**src/rtl/timer_display_scan_if.sv**
```systemverilog
`default_nettype none
// ============================================================================
// Module      : timer_display_scan_if
// Description : Bundle between the timer core (packed BCD time plus edit and
//               expiry status) and the multiplexed seven-segment display pins.
// Revision    : 1.0 - initial release
// ============================================================================
interface timer_display_scan_if;
  logic [35:0] time_i;
  logic [2:0]  curr_digit;
  logic        edit;
  logic        done;
  logic [7:0]  an;
  logic [6:0]  seg;
  logic        dp;

  // Timer side: supplies time and status, observes the display pins
  modport master (
    output time_i, curr_digit, edit, done,
    input  an, seg, dp
  );

  // Display scanner side
  modport slave (
    input  time_i, curr_digit, edit, done,
    output an, seg, dp
  );
endinterface
`default_nettype wire

```
**src/rtl/timer_display_scan.sv**
```systemverilog
`default_nettype none
// ============================================================================
// Module      : timer_display_scan
// Description : Scans an 8-digit active-low seven-segment display from the
//               timer's packed BCD word. Input data is captured once per
//               frame so a frame never mixes old and new digits. Decimal
//               points give HH.MM.SS.cc; the edited digit or the whole
//               display blinks.
// Revision    : 1.0 - initial release
// ============================================================================
module timer_display_scan #(
  parameter int REFRESH_DIV = 100000,
  parameter int BLINK_DIV   = 25000000
) (
  input  wire logic           clk,
  input  wire logic           rst_n,
  timer_display_scan_if.slave bus
);

  localparam int REF_W = (REFRESH_DIV > 1) ? $clog2(REFRESH_DIV) : 1;
  localparam int BLK_W = (BLINK_DIV > 1) ? $clog2(BLINK_DIV) : 1;
  localparam logic [REF_W-1:0] REF_LAST = REF_W'(REFRESH_DIV - 1);
  localparam logic [BLK_W-1:0] BLK_LAST = BLK_W'(BLINK_DIV - 1);

  logic [REF_W-1:0] refresh_cnt;
  logic [BLK_W-1:0] blink_cnt;
  logic             blink_on;
  logic [2:0]       scan_idx;
  logic             slot_tick;
  logic             blink_tick;

  logic [35:0]      time_s;
  logic             edit_s;
  logic [2:0]       curr_digit_s;
  logic             done_s;

  logic [5:0]       nib_base;
  logic [3:0]       digit_nib;
  logic [6:0]       seg_next;
  logic [7:0]       an_next;
  logic             dp_next;
  logic             blank_slot;

  logic [7:0]       an_reg;
  logic [6:0]       seg_reg;
  logic             dp_reg;

  assign slot_tick  = (refresh_cnt == REF_LAST);
  assign blink_tick = (blink_cnt == BLK_LAST);

  // Slot timer: wraps on its terminal count, which is the slot tick
  always_ff @(posedge clk or negedge rst_n) begin
    if (!rst_n)         refresh_cnt <= '0;
    else if (slot_tick) refresh_cnt <= '0;
    else                refresh_cnt <= refresh_cnt + 1'b1;
  end

  // Scan index advances one digit per slot and wraps 7 -> 0 naturally
  always_ff @(posedge clk or negedge rst_n) begin
    if (!rst_n)         scan_idx <= 3'd0;
    else if (slot_tick) scan_idx <= scan_idx + 3'd1;
  end

  // Frame latch: capture timer state only when the scan wraps to digit 0
  always_ff @(posedge clk or negedge rst_n) begin
    if (!rst_n) begin
      time_s       <= '0;
      edit_s       <= 1'b0;
      curr_digit_s <= 3'd0;
      done_s       <= 1'b0;
    end else if (slot_tick && (scan_idx == 3'd7)) begin
      time_s       <= bus.time_i;
      edit_s       <= bus.edit;
      curr_digit_s <= bus.curr_digit;
      done_s       <= bus.done;
    end
  end

  // Free-running blink phase; starts in the ON phase after reset
  always_ff @(posedge clk or negedge rst_n) begin
    if (!rst_n) begin
      blink_cnt <= '0;
      blink_on  <= 1'b1;
    end else if (blink_tick) begin
      blink_cnt <= '0;
      blink_on  <= ~blink_on;
    end else begin
      blink_cnt <= blink_cnt + 1'b1;
    end
  end

  // Digit select, seven-segment decode, blanking and decimal point
  always_comb begin
    // Index i shows nibble [4i+7:4i+4]; the lowest nibble is never shown
    nib_base  = {1'b0, scan_idx, 2'b00} + 6'd4;
    digit_nib = time_s[nib_base +: 4];

    unique case (digit_nib)
      4'd0:    seg_next = 7'b1000000;
      4'd1:    seg_next = 7'b1111001;
      4'd2:    seg_next = 7'b0100100;
      4'd3:    seg_next = 7'b0110000;
      4'd4:    seg_next = 7'b0011001;
      4'd5:    seg_next = 7'b0010010;
      4'd6:    seg_next = 7'b0000010;
      4'd7:    seg_next = 7'b1111000;
      4'd8:    seg_next = 7'b0000000;
      4'd9:    seg_next = 7'b0010000;
      default: seg_next = 7'b0111111;
    endcase

    // Edit mode takes priority over expiry; digits 6/7 under edit never blink
    blank_slot = 1'b0;
    if (!blink_on) begin
      if (edit_s)
        blank_slot = (curr_digit_s <= 3'd5) && (scan_idx == (3'd7 - curr_digit_s));
      else
        blank_slot = done_s;
    end

    an_next = blank_slot ? 8'hFF : ~(8'b0000_0001 << scan_idx);
    dp_next = !((scan_idx == 3'd2) || (scan_idx == 3'd4) || (scan_idx == 3'd6));
  end

  // Registered pin drivers, one clk behind the scan index
  always_ff @(posedge clk or negedge rst_n) begin
    if (!rst_n) begin
      an_reg  <= 8'hFF;
      seg_reg <= 7'h7F;
      dp_reg  <= 1'b1;
    end else begin
      an_reg  <= an_next;
      seg_reg <= seg_next;
      dp_reg  <= dp_next;
    end
  end

  assign bus.an  = an_reg;
  assign bus.seg = seg_reg;
  assign bus.dp  = dp_reg;

endmodule
`default_nettype wire

```
**src/flat_wrapper.sv**
```systemverilog
// flat-port wrapper written by rule: the top's interface ports become plain ports
module timer_display_scan_flat 
#(
  parameter int REFRESH_DIV = 100000,
  parameter int BLINK_DIV   = 25000000
)
  (clk, rst_n, bus_time_i, bus_curr_digit, bus_edit, bus_done, bus_an, bus_seg, bus_dp);
  timer_display_scan_if bus_i ();
  input  wire logic clk;
  input  wire logic rst_n;
  input wire logic [$bits(bus_i.time_i)-1:0] bus_time_i;
  input wire logic [$bits(bus_i.curr_digit)-1:0] bus_curr_digit;
  input wire logic [$bits(bus_i.edit)-1:0] bus_edit;
  input wire logic [$bits(bus_i.done)-1:0] bus_done;
  output wire logic [$bits(bus_i.an)-1:0] bus_an;
  output wire logic [$bits(bus_i.seg)-1:0] bus_seg;
  output wire logic [$bits(bus_i.dp)-1:0] bus_dp;
  assign bus_i.time_i = bus_time_i;
  assign bus_i.curr_digit = bus_curr_digit;
  assign bus_i.edit = bus_edit;
  assign bus_i.done = bus_done;
  assign bus_an = bus_i.an;
  assign bus_seg = bus_i.seg;
  assign bus_dp = bus_i.dp;
  timer_display_scan #(.REFRESH_DIV(REFRESH_DIV), .BLINK_DIV(BLINK_DIV)) u_core (.clk(clk), .rst_n(rst_n), .bus(bus_i));
endmodule
```
**config.mk**
```make
export PLATFORM = sky130hd
export DESIGN_NAME = timer_display_scan_flat
export DESIGN_NICKNAME = d
export VERILOG_FILES = /design/src/rtl/timer_display_scan_if.sv /design/src/rtl/timer_display_scan.sv /design/src/flat_wrapper.sv
export SDC_FILE = /design/constraint.sdc
export NUM_CORES = 1
export LEC_CHECK = 0
export CAP_MARGIN = 40
export CORE_MARGIN = 2
export CORE_UTILIZATION = 50
export DETAILED_ROUTE_END_ITERATION = 8
export DONT_BUFFER_PORTS = 1
export PLACE_DENSITY_LB_ADDON = 0.05
export SKIP_LAST_GASP = 1
export SLEW_MARGIN = 20
export SYNTH_ARGS = -nofsm -noshare
export SYNTH_HDL_FRONTEND = slang
export SYNTH_SLANG_ARGS = --single-unit
export TNS_END_PERCENT = 20
```
**constraint.sdc**
```tcl
create_clock -name clk -period 5.4 [get_ports clk]
set_clock_uncertainty 0.05 [all_clocks]
set_input_delay 0.54 -clock clk [delete_from_list [all_inputs] [get_ports clk]]
set_output_delay 0.54 -clock clk [all_outputs]
set_load 0.03 [all_outputs]
```
=== Word-level counts from Yosys, hierarchy flattened ===
Memory sizes are Yosys's and may differ from the RTL's. A register that Yosys moved wholly into a read port is not among the register bits.
Cells that the tools add are included.

* Flip-flop bits (word level): 96
* ROM bits: 112
* Input bits: 43
* Output and inout bits: 16
* Word-level logic and storage cells: 39
* Memories: 1

{| class="wikitable"
|+ Memories
! memory !! words !! width !! read ports !! clocked after Yosys merged registers in !! wr ports !! line !! source
|-
| (name not given) || 16 || 7 || 1 || 1 || 0 || timer_display_scan.sv:98 || <nowiki>unique case (digit_nib)</nowiki>
|}

* Add/sub/neg operators: 5
* Order comparisons: 1
* Equality and inequality tests: 7
* Shift operators: 2
* Mux-type cells: 5
* Bitwise gates (word level): 2
* Reduce and logical (&&, ||, !) cells: 6

{| class="wikitable"
|+ Operators with widths
! operator !! count
|-
| indexed part select 36 x 7 -> 4 bit || 1
|-
| adder 25 x 1 -> 25 bit (second input constant) || 1
|-
| equality test 25 bit (second input constant) || 1
|-
| 2-to-1 mux 25 bit || 1
|-
| adder 17 x 1 -> 17 bit (second input constant) || 1
|-
| equality test 17 bit (second input constant) || 1
|-
| 2-to-1 mux 17 bit || 1
|-
| equality test 3 bit (second input constant) || 3
|-
| 2-to-1 mux 8 bit || 1
|-
| NOT 8 bit || 1
|-
| left shift 1 x 3 -> 8 bit (first input constant) || 1
|-
| adder 5 x 3 -> 6 bit (second input constant) || 1
|-
| adder 3 x 1 -> 3 bit (second input constant) || 1
|-
| equality test 3 x 2 -> 1 bit (second input constant) || 1
|-
| equality test 3 bit || 1
|-
| less-or-equal comparator 3 bit (second input constant) || 1
|-
| subtractor 3 bit (first input constant) || 1
|-
| logical AND 1 bit || 2
|-
| zero test 1 bit || 2
|-
| logical OR 1 bit || 2
|-
| 2-to-1 mux 1 bit || 2
|-
| NOT 1 bit || 1
|}

=== Longest topological paths before layout ===
Gate-level depths: netlist (run 1).

* Depth in word-level cells: 6
* Gate-level depth with buffers: 7
* Depth with buffers taken out: 6

=== Worst setup path before layout (run 1) ===
No wires, ideal clock.

* Kind: register to register
* Start: reg u_core.scan_idx[0]
* End: reg u_core.seg_reg[2], in the netlist u_core.bus.seg[2]
* Library setup time: 0.106 ns
* Arrival time: 2.050 ns
* Required time: 5.244 ns
* Setup slack: 3.194 ns
* Cell stages (with the launch flop): 8
* Buffers on the path: 1
* Period minus slack after synthesis: 2.206 ns
* Path through: dfrtp_1 > buf_2 > mux4_2 > mux2i_1 > inv_1 > ha_1 > a21oi_1 > a31oi_1

* Word-level cells in the longest chain between the ends: 2

{| class="wikitable"
|+ RTL lines
! element !! line !! source
|-
| start: declaration || timer_display_scan.sv:28 || <nowiki>logic [2:0] scan_idx;</nowiki>
|-
| start signal: assignment || timer_display_scan.sv:61 || <nowiki>else if (slot_tick) scan_idx <= scan_idx + 3'd1;</nowiki>
|-
| adder 5 x 3 -> 6 bit || timer_display_scan.sv:95 || <nowiki>nib_base = {1'b0, scan_idx, 2'b00} + 6'd4;</nowiki>
|-
| indexed part select 36 x 7 -> 4 bit || timer_display_scan.sv:96 || <nowiki>digit_nib = time_s[nib_base +: 4];</nowiki>
|-
| end: declaration || timer_display_scan.sv:45 || <nowiki>logic [6:0] seg_reg;</nowiki>
|}

No other way between the ends.
A chain may end at the register's enable or synchronous reset.

=== Final worst setup path (run 1) ===
* Start: reg u_core.scan_idx[0]
* End: reg u_core.seg_reg[6], in the netlist u_core.bus.seg[6]

Same word-level chain as after synthesis.

==> results of run 1 <==
[final cells by class]
type	count	area [um2]	share of cell area, %
Inverter	10	37.5	0.758
Timing Repair Buffer	4	53.8	1.09
Sequential cell	99	2500	50.5
Multi-Input combinational cell	243	2020	40.8
Clock inverter	6	73.8	1.49
Clock buffer	10	128	2.58
Tap cell	111	139	2.81
[cells in the mapped netlist (3+ instances only)]
library cell / instances / area, um2
o31ai_1: 5 / 37.5
nand4bb_1: 3 / 33.8
nand2_1: 18 / 67.6
mux2i_1: 6 / 60.1
nand4_1: 12 / 75.1
ha_1: 13 / 163
o211ai_1: 6 / 45.0
nor4_1: 7 / 43.8
xor2_1: 9 / 78.8
a21oi_1: 11 / 55.1
nor2_1: 21 / 78.8
or4_1: 4 / 30.0
o21ai_0: 7 / 35.0
dfrtp_1: 82 / 2050
buf_2: 3 / 15.0
nand3_1: 11 / 55.1
inv_1: 9 / 33.8
nor2b_1: 3 / 18.8
xnor2_1: 23 / 201
dfstp_2: 17 / 447
clkbuf_1: 4 / 15.0
mux2_2: 41 / 462
mux4_2: 8 / 180
or3_1: 4 / 25.0
and4_1: 3 / 26.3
nor3_1: 5 / 25.0
[final timing paths]
kind | endpoint | start | slack, ps | depth (start not counted)
worst max-delay path | u_core.bus.seg[6] | u_core.scan_idx[0] | 2580 | 6
worst min-delay path | u_core.refresh_cnt[3] | rst_n | 10 | 1
worst max register to register | u_core.bus.seg[6] | u_core.scan_idx[0] | 2580 | 6
worst min register to register | u_core.blink_cnt[0] | u_core.blink_cnt[0] | 430 | 1
max in group asynchronous | u_core.blink_on | rst_n | 4840 | 1
min in group clk | u_core.time_s[4] | bus_time_i[4] | 270 | 1
[report_power, final]
part	total (mW)	internal, mW	switching [mW]
registers	0.782	0.764	0.0182
clock network	0.487	0.220	0.266
logic	0.0509	0.0233	0.0276
[cell families (layout without fill, tap and decap cells)]
logic type,count (synthesis),in the layout
buffers and inverters,21,30
AO/OA/AOI/OAI,38,38
XOR/XNOR,32,32
flip-flops,99,99
multiplexers,55,55
adder cells (fa/ha/maj),13,13
AND/OR/NAND/NOR,105,105
[per-layer routing]
layer	vias up	global-route usage, %	part of all wire (%)
met2	45	25.2	46
met1	1381	24.2	48
met5	-	0	0
li1	1333	-	-
met3	9	3.90	4.3
met4	0	6.11	1.4
[through the flow]
stage	std cells	hold slack (ps)	util (%)	power, mW
global placement	464	197	51.9	0.830
detailed placement	465	197	52.0	0.832
CTS	482	60.2	54.5	1.34
global route	483	67.3	54.6	1.38
finish	483	14.3	54.6	1.32
floorplan	363	194	-	0.824
==> flow_metrics.py, run 1 <==
metrics = {
    "status": {
        "status": "complete, no violations",
    },
    "yosys": {
        "ys_ff_latch": 99,
        "synthXorXnorAreaFrac_pct": 6.09,
        "synth_cell_type_count": 45,
        "yosysSeqAreaShare_pct": 54.3,
        "synth_top_family_by_area": "multiplexers",
        "synth-simple-area-share_pct": 13.5,
        "async_flop_share_pct": 100,
        "synthAdderAreaFrac_pct": 3.54,
        "synth_fp_nets": 419,
        "synth.area.mux_share_pct": 15.3,
        "synth_top_flop_cell": "dfrtp_1",
        "synth-edff-count": 0,
        "synth_area_mm2": 0.00460,
        "synth_compound_area_share_pct": 5.30,
        "syn_inst": 363,
        "yosys_warnings": 0,
        "postSynthAreaPerCell_um2": 12.7,
    },
    "finish": {
        "nets": 423,
        "fill_cells": 767,
        "largest-register": "u_core.time_s",
        "largest_register_ffs": 32,
        "fin_area_mm2": 0.00495,
        "layout_commonest_cell": "dfrtp_1",
        "top_regs": "u_core.time_s (32), u_core.blink_cnt (25), u_core.refresh_cnt (17)",
        "area_growth_pct": 7.61,
        "mostFrequentLayoutCells": "dfrtp_1 (82), mux2_2 (41), xnor2_1 (23), nor2_1 (21), nand2_1 (18)",
        "drive_gt1_share_pct": 25.5,
        "num_antenna_cells": 0,
    },
    "timing": {
        "finalSetupViolCount": 0,
        "finalWorstSetupSlack_ps": 2580,
        "rsz0062_at_grt": "false",
        "max_freq_mhz": 355,
        "max_slew_margin_pct": 45.0,
        "setup_tns_ps": 0,
        "finalHoldViolCount": 0,
        "finalMaxSlewViolations": 0,
        "tightest_slew_ps": 802,
        "final.min_clock_period_ps": 2820,
        "final.period_utilization_pct": 52.2,
    },
    "place": {
        "place_hpwl_um": 5290,
        "gp_congestion": 0.744,
        "port_buffers": 0,
        "placed_area_mm2": 0.00471,
        "pre_cts_ws_ps": 2540,
    },
    "die": {
        "die_w_um": 99.9,
        "die_area_mm2": 0.00999,
        "coreArea_mm2": 0.00906,
        "initial_core_util_pct": 50.8,
        "die_y_um": 99.9,
        "ios": 59,
        "num_rows": 35,
    },
    "clock_tree": {
        "clock_path_buffers": 2,
        "postCtsResizedCells": 0,
        "cts_buffers": 9,
        "ctsHoldBuffers": 1,
        "cts_sinks": 99,
        "clk_latency_ps": 360,
        "htreeDepth": 3,
        "root_buffer": "clkbuf_8",
        "cts_tree": "done",
        "cts_setup_buffers": 0,
        "clk_transition_reported_paths_ps": 100,
    },
    "global_route": {
        "overflow": 0,
        "antenna_found_initial": 0,
        "grt.total_usage_pct": 16.8,
        "grt_pass1_vias": 2684,
        "grt_pass1_wl_um": 13200,
        "grt_max_degree": 100,
    },
    "routing": {
        "dr.first_iter.drc_count": 92,
        "ant_nets": 0,
        "wire_per_inst_um": 16.3,
        "num_vias": 2768,
        "vias_per_cell": 5.73,
        "drt_pass1_iterations": 4,
        "route.detailed.drc": 0,
        "routed_wl_um": 7880,
    },
    "setup_path": {
        "start_kind": "flip-flop",
        "cp_data_required_time_ps": 5630,
        "end_kind": "flip-flop",
        "critPathMaxStageDelay_ps": 790,
        "path_common_cell": "mux2i_1",
        "crit_family": "multiplexers",
        "crit_buf_inv": 1,
        "slowest_stage": "dfrtp_1",
        "crit_type": "flip-flop to flip-flop",
        "path_max_fanout": 12,
        "cp.arrival_ps": 3050,
        "crit_chain": "mux4_2 -> mux2i_1 -> inv_1 -> ha_1 -> mux2i_1 -> nor2_1",
    },
    "min_path": {
        "hold_class": "input port to async pin",
    },
    "pwr": {
        "p_leak_nw": 2.02,
        "ir_drop_uv": 129,
        "power_density_mw_per_mm2": 267,
    },
    "run": {
        "drv_cap": 0,
    },
}
(Power assumes the default switching activity.)
==> run 2, diff against run 1 <==
clock period = 2.56 ns   (was 5.4 ns; I/O delays follow)
==> run 2 against run 1 <==
The run now ends with hold timing left. Die area unchanged. Final area increased by 7.6%. Critical path type unchanged. Non-clock buffer count increased by 44. Largest cell class unchanged. Count of clock-buffer cells in the layout is 1 lower. Fmax increased by 29%.
==> flow_metrics.py, run 2 (same netlist as run 1, synthesis figures left out) <==
metrics = {
    "die": {
        "initial_core_util_pct": 50.8,
        "die_area_mm2": 0.00999,
        "die_w_um": 99.9,
        "die_y_um": 99.9,
        "coreArea_mm2": 0.00906,
        "ios": 59,
        "num_rows": 35,
    },
    "clock_tree": {
        "clk_latency_ps": 360,
        "cts_setup_buffers": 0,
        "cts_buffers": 9,
        "ctsHoldBuffers": 37,
        "cts_tree": "done",
        "clock_path_buffers": 2,
        "root_buffer": "clkbuf_8",
        "htreeDepth": 3,
        "clk_transition_reported_paths_ps": 90,
        "cts_sinks": 99,
    },
    "pwr": {
        "switching_power_mw": 0.623,
        "sequentialPowerShare_pct": 61.6,
        "power_density_mw_per_mm2": 503,
        "switching_share_pct": 23.3,
        "intPower_mw": 2.06,
        "p_clk_share_pct": 33.7,
        "p_comb_share_pct": 4.6,
        "ir_drop_uv": 298,
        "p_leak_nw": 2.19,
    },
    "global_route": {
        "grt.total_usage_pct": 17.8,
        "grt_pass1_vias": 2891,
        "antenna_found_initial": 0,
        "grt_max_degree": 100,
        "grt_pass1_wl_um": 14000,
        "overflow": 0,
    },
    "status": {
        "violations": "hold timing",
        "status": "finished with violations",
    },
    "setup_path": {
        "start_kind": "flip-flop",
        "slowest_stage": "or4_1",
        "cp.arrival_ps": 2400,
        "end_kind": "flip-flop",
        "cp_data_required_time_ps": 2790,
        "crit_family": "simple AND/OR/NAND/NOR gates",
        "crit_type": "flip-flop to flip-flop",
        "crit_buf_inv": 0,
        "path_max_fanout": 10,
        "crit_chain": "nand4_4 -> or4_1 -> or4_1 -> a21oi_1",
        "path_common_cell": "or4_1",
        "critPathMaxStageDelay_ps": 670,
    },
    "finish": {
        "drive_gt1_share_pct": 24.5,
        "fin_area_mm2": 0.00533,
        "area_growth_pct": 15.7,
        "top_regs": "u_core.time_s (32), u_core.blink_cnt (25), u_core.refresh_cnt (17)",
        "largest-register": "u_core.time_s",
        "mostFrequentLayoutCells": "dfrtp_1 (82), mux2_2 (41), dlygate4sd3_1 (37), xnor2_1 (23), nor2_1 (21)",
        "largest_register_ffs": 32,
        "layout_commonest_cell": "dfrtp_1",
        "num_antenna_cells": 0,
        "nets": 467,
    },
    "timing": {
        "max_slew_margin_pct": 56.3,
        "setup_tns_ps": 0,
        "finalHoldWorstSlack_ps": -469,
        "final.period_utilization_pct": 85.0,
        "finalSetupViolCount": 0,
        "tightest_slew_ps": 652,
        "finalHoldViolCount": 99,
        "max_freq_mhz": 460,
        "finalMaxSlewViolations": 0,
        "rsz0062_at_grt": "false",
        "final.min_clock_period_ps": 2170,
    },
    "routing": {
        "ant_nets": 0,
        "route.detailed.drc": 0,
        "routed_wl_um": 8280,
        "num_vias": 2926,
        "wire_per_inst_um": 15.7,
        "drt_pass1_iterations": 4,
        "vias_per_cell": 5.55,
        "dr.first_iter.drc_count": 126,
    },
    "place": {
        "place_hpwl_um": 5430,
        "gp_congestion": 0.776,
        "port_buffers": 0,
        "placed_area_mm2": 0.00477,
    },
    "min_path": {
        "hold_class": "input port to async pin",
    },
    "run": {
        "drv_cap": 0,
    },
}
## run 2: cell types whose count changed in the layout (fill, tap and decap cells not counted), sizes merged
cell and delta:
bufinv -1, clkinvlp -1, dlygate4sd3 +37, buf +6
clkinv +3
## run 2: layer usage
layer  part of all wire, %  global-route usage [%]  routed length [um]  vias to the layer above
met2                    49                    28.9                4080                       48
met4                  0.71                    4.64                  59                        0
li1                      -                       -                   -                     1421
met1                    46                    23.5                3840                     1452
met3                   3.8                    5.43                 311                        5
met5                     0                       0                   0                        -
## run 2: per-stage QoR
stage	total power, mW	setup WS (ps)	utilization, %	instances
3_3_place_gp	1.75	397	52.7	473
4_1_cts	2.73	373	58.7	526
6_report	2.68	385	58.7	527
3_5_place_dp	1.76	387	52.7	473
2_1_floorplan	1.74	354	-	363
5_1_grt	2.80	203	58.7	527
## run 2: area by class of cell
type / count / area (um2)
multi-input combinational: 243 / 2010
timing repair buffer: 48 / 463
sequential: 99 / 2500
inverter: 10 / 37.5
clock inverter: 7 / 51.3
tap: 111 / 139
clock buffer: 9 / 124
fill: 799 / 3740
## run 2: timing repair
action,4_1_cts,5_1_grt
endpoints found under the setup margin,0,0
resized for setup,0,0
hold endpoints to repair,136,99
## run 2: path summary, 6_finish.rpt
| check | startpoint | to | slack (ps) | depth (start not counted) |
|---|---|---|---|---|
| max | u_core.blink_cnt[6] | u_core.blink_cnt[24] | 390 | 4 |
| min | rst_n | u_core.blink_cnt[15] | -470 | 0 |
| min reg2reg | u_core.blink_cnt[0] | u_core.blink_cnt[0] | 430 | 1 |
| min in group clk | u_core.blink_cnt[0] | u_core.blink_cnt[0] | 430 | 1 |
| max in group asynchronous | rst_n | u_core.bus.seg[0] | 2720 | 0 |
| max reg2reg | u_core.blink_cnt[6] | u_core.blink_cnt[24] | 390 | 4 |
## run 2: power by group through the flow
| stage | clock (mW) | sequential [mW] | combinational [mW] |
|---|---|---|---|
| 2_1_floorplan | 0 | 1.67 | 0.0639 |
| 3_3_place_gp | 0 | 1.68 | 0.0752 |
| 3_5_place_dp | 0 | 1.68 | 0.0787 |
| 4_1_cts | 0.951 | 1.65 | 0.125 |
| 5_1_grt | 1.01 | 1.66 | 0.136 |
| 6_report | 0.904 | 1.65 | 0.124 |
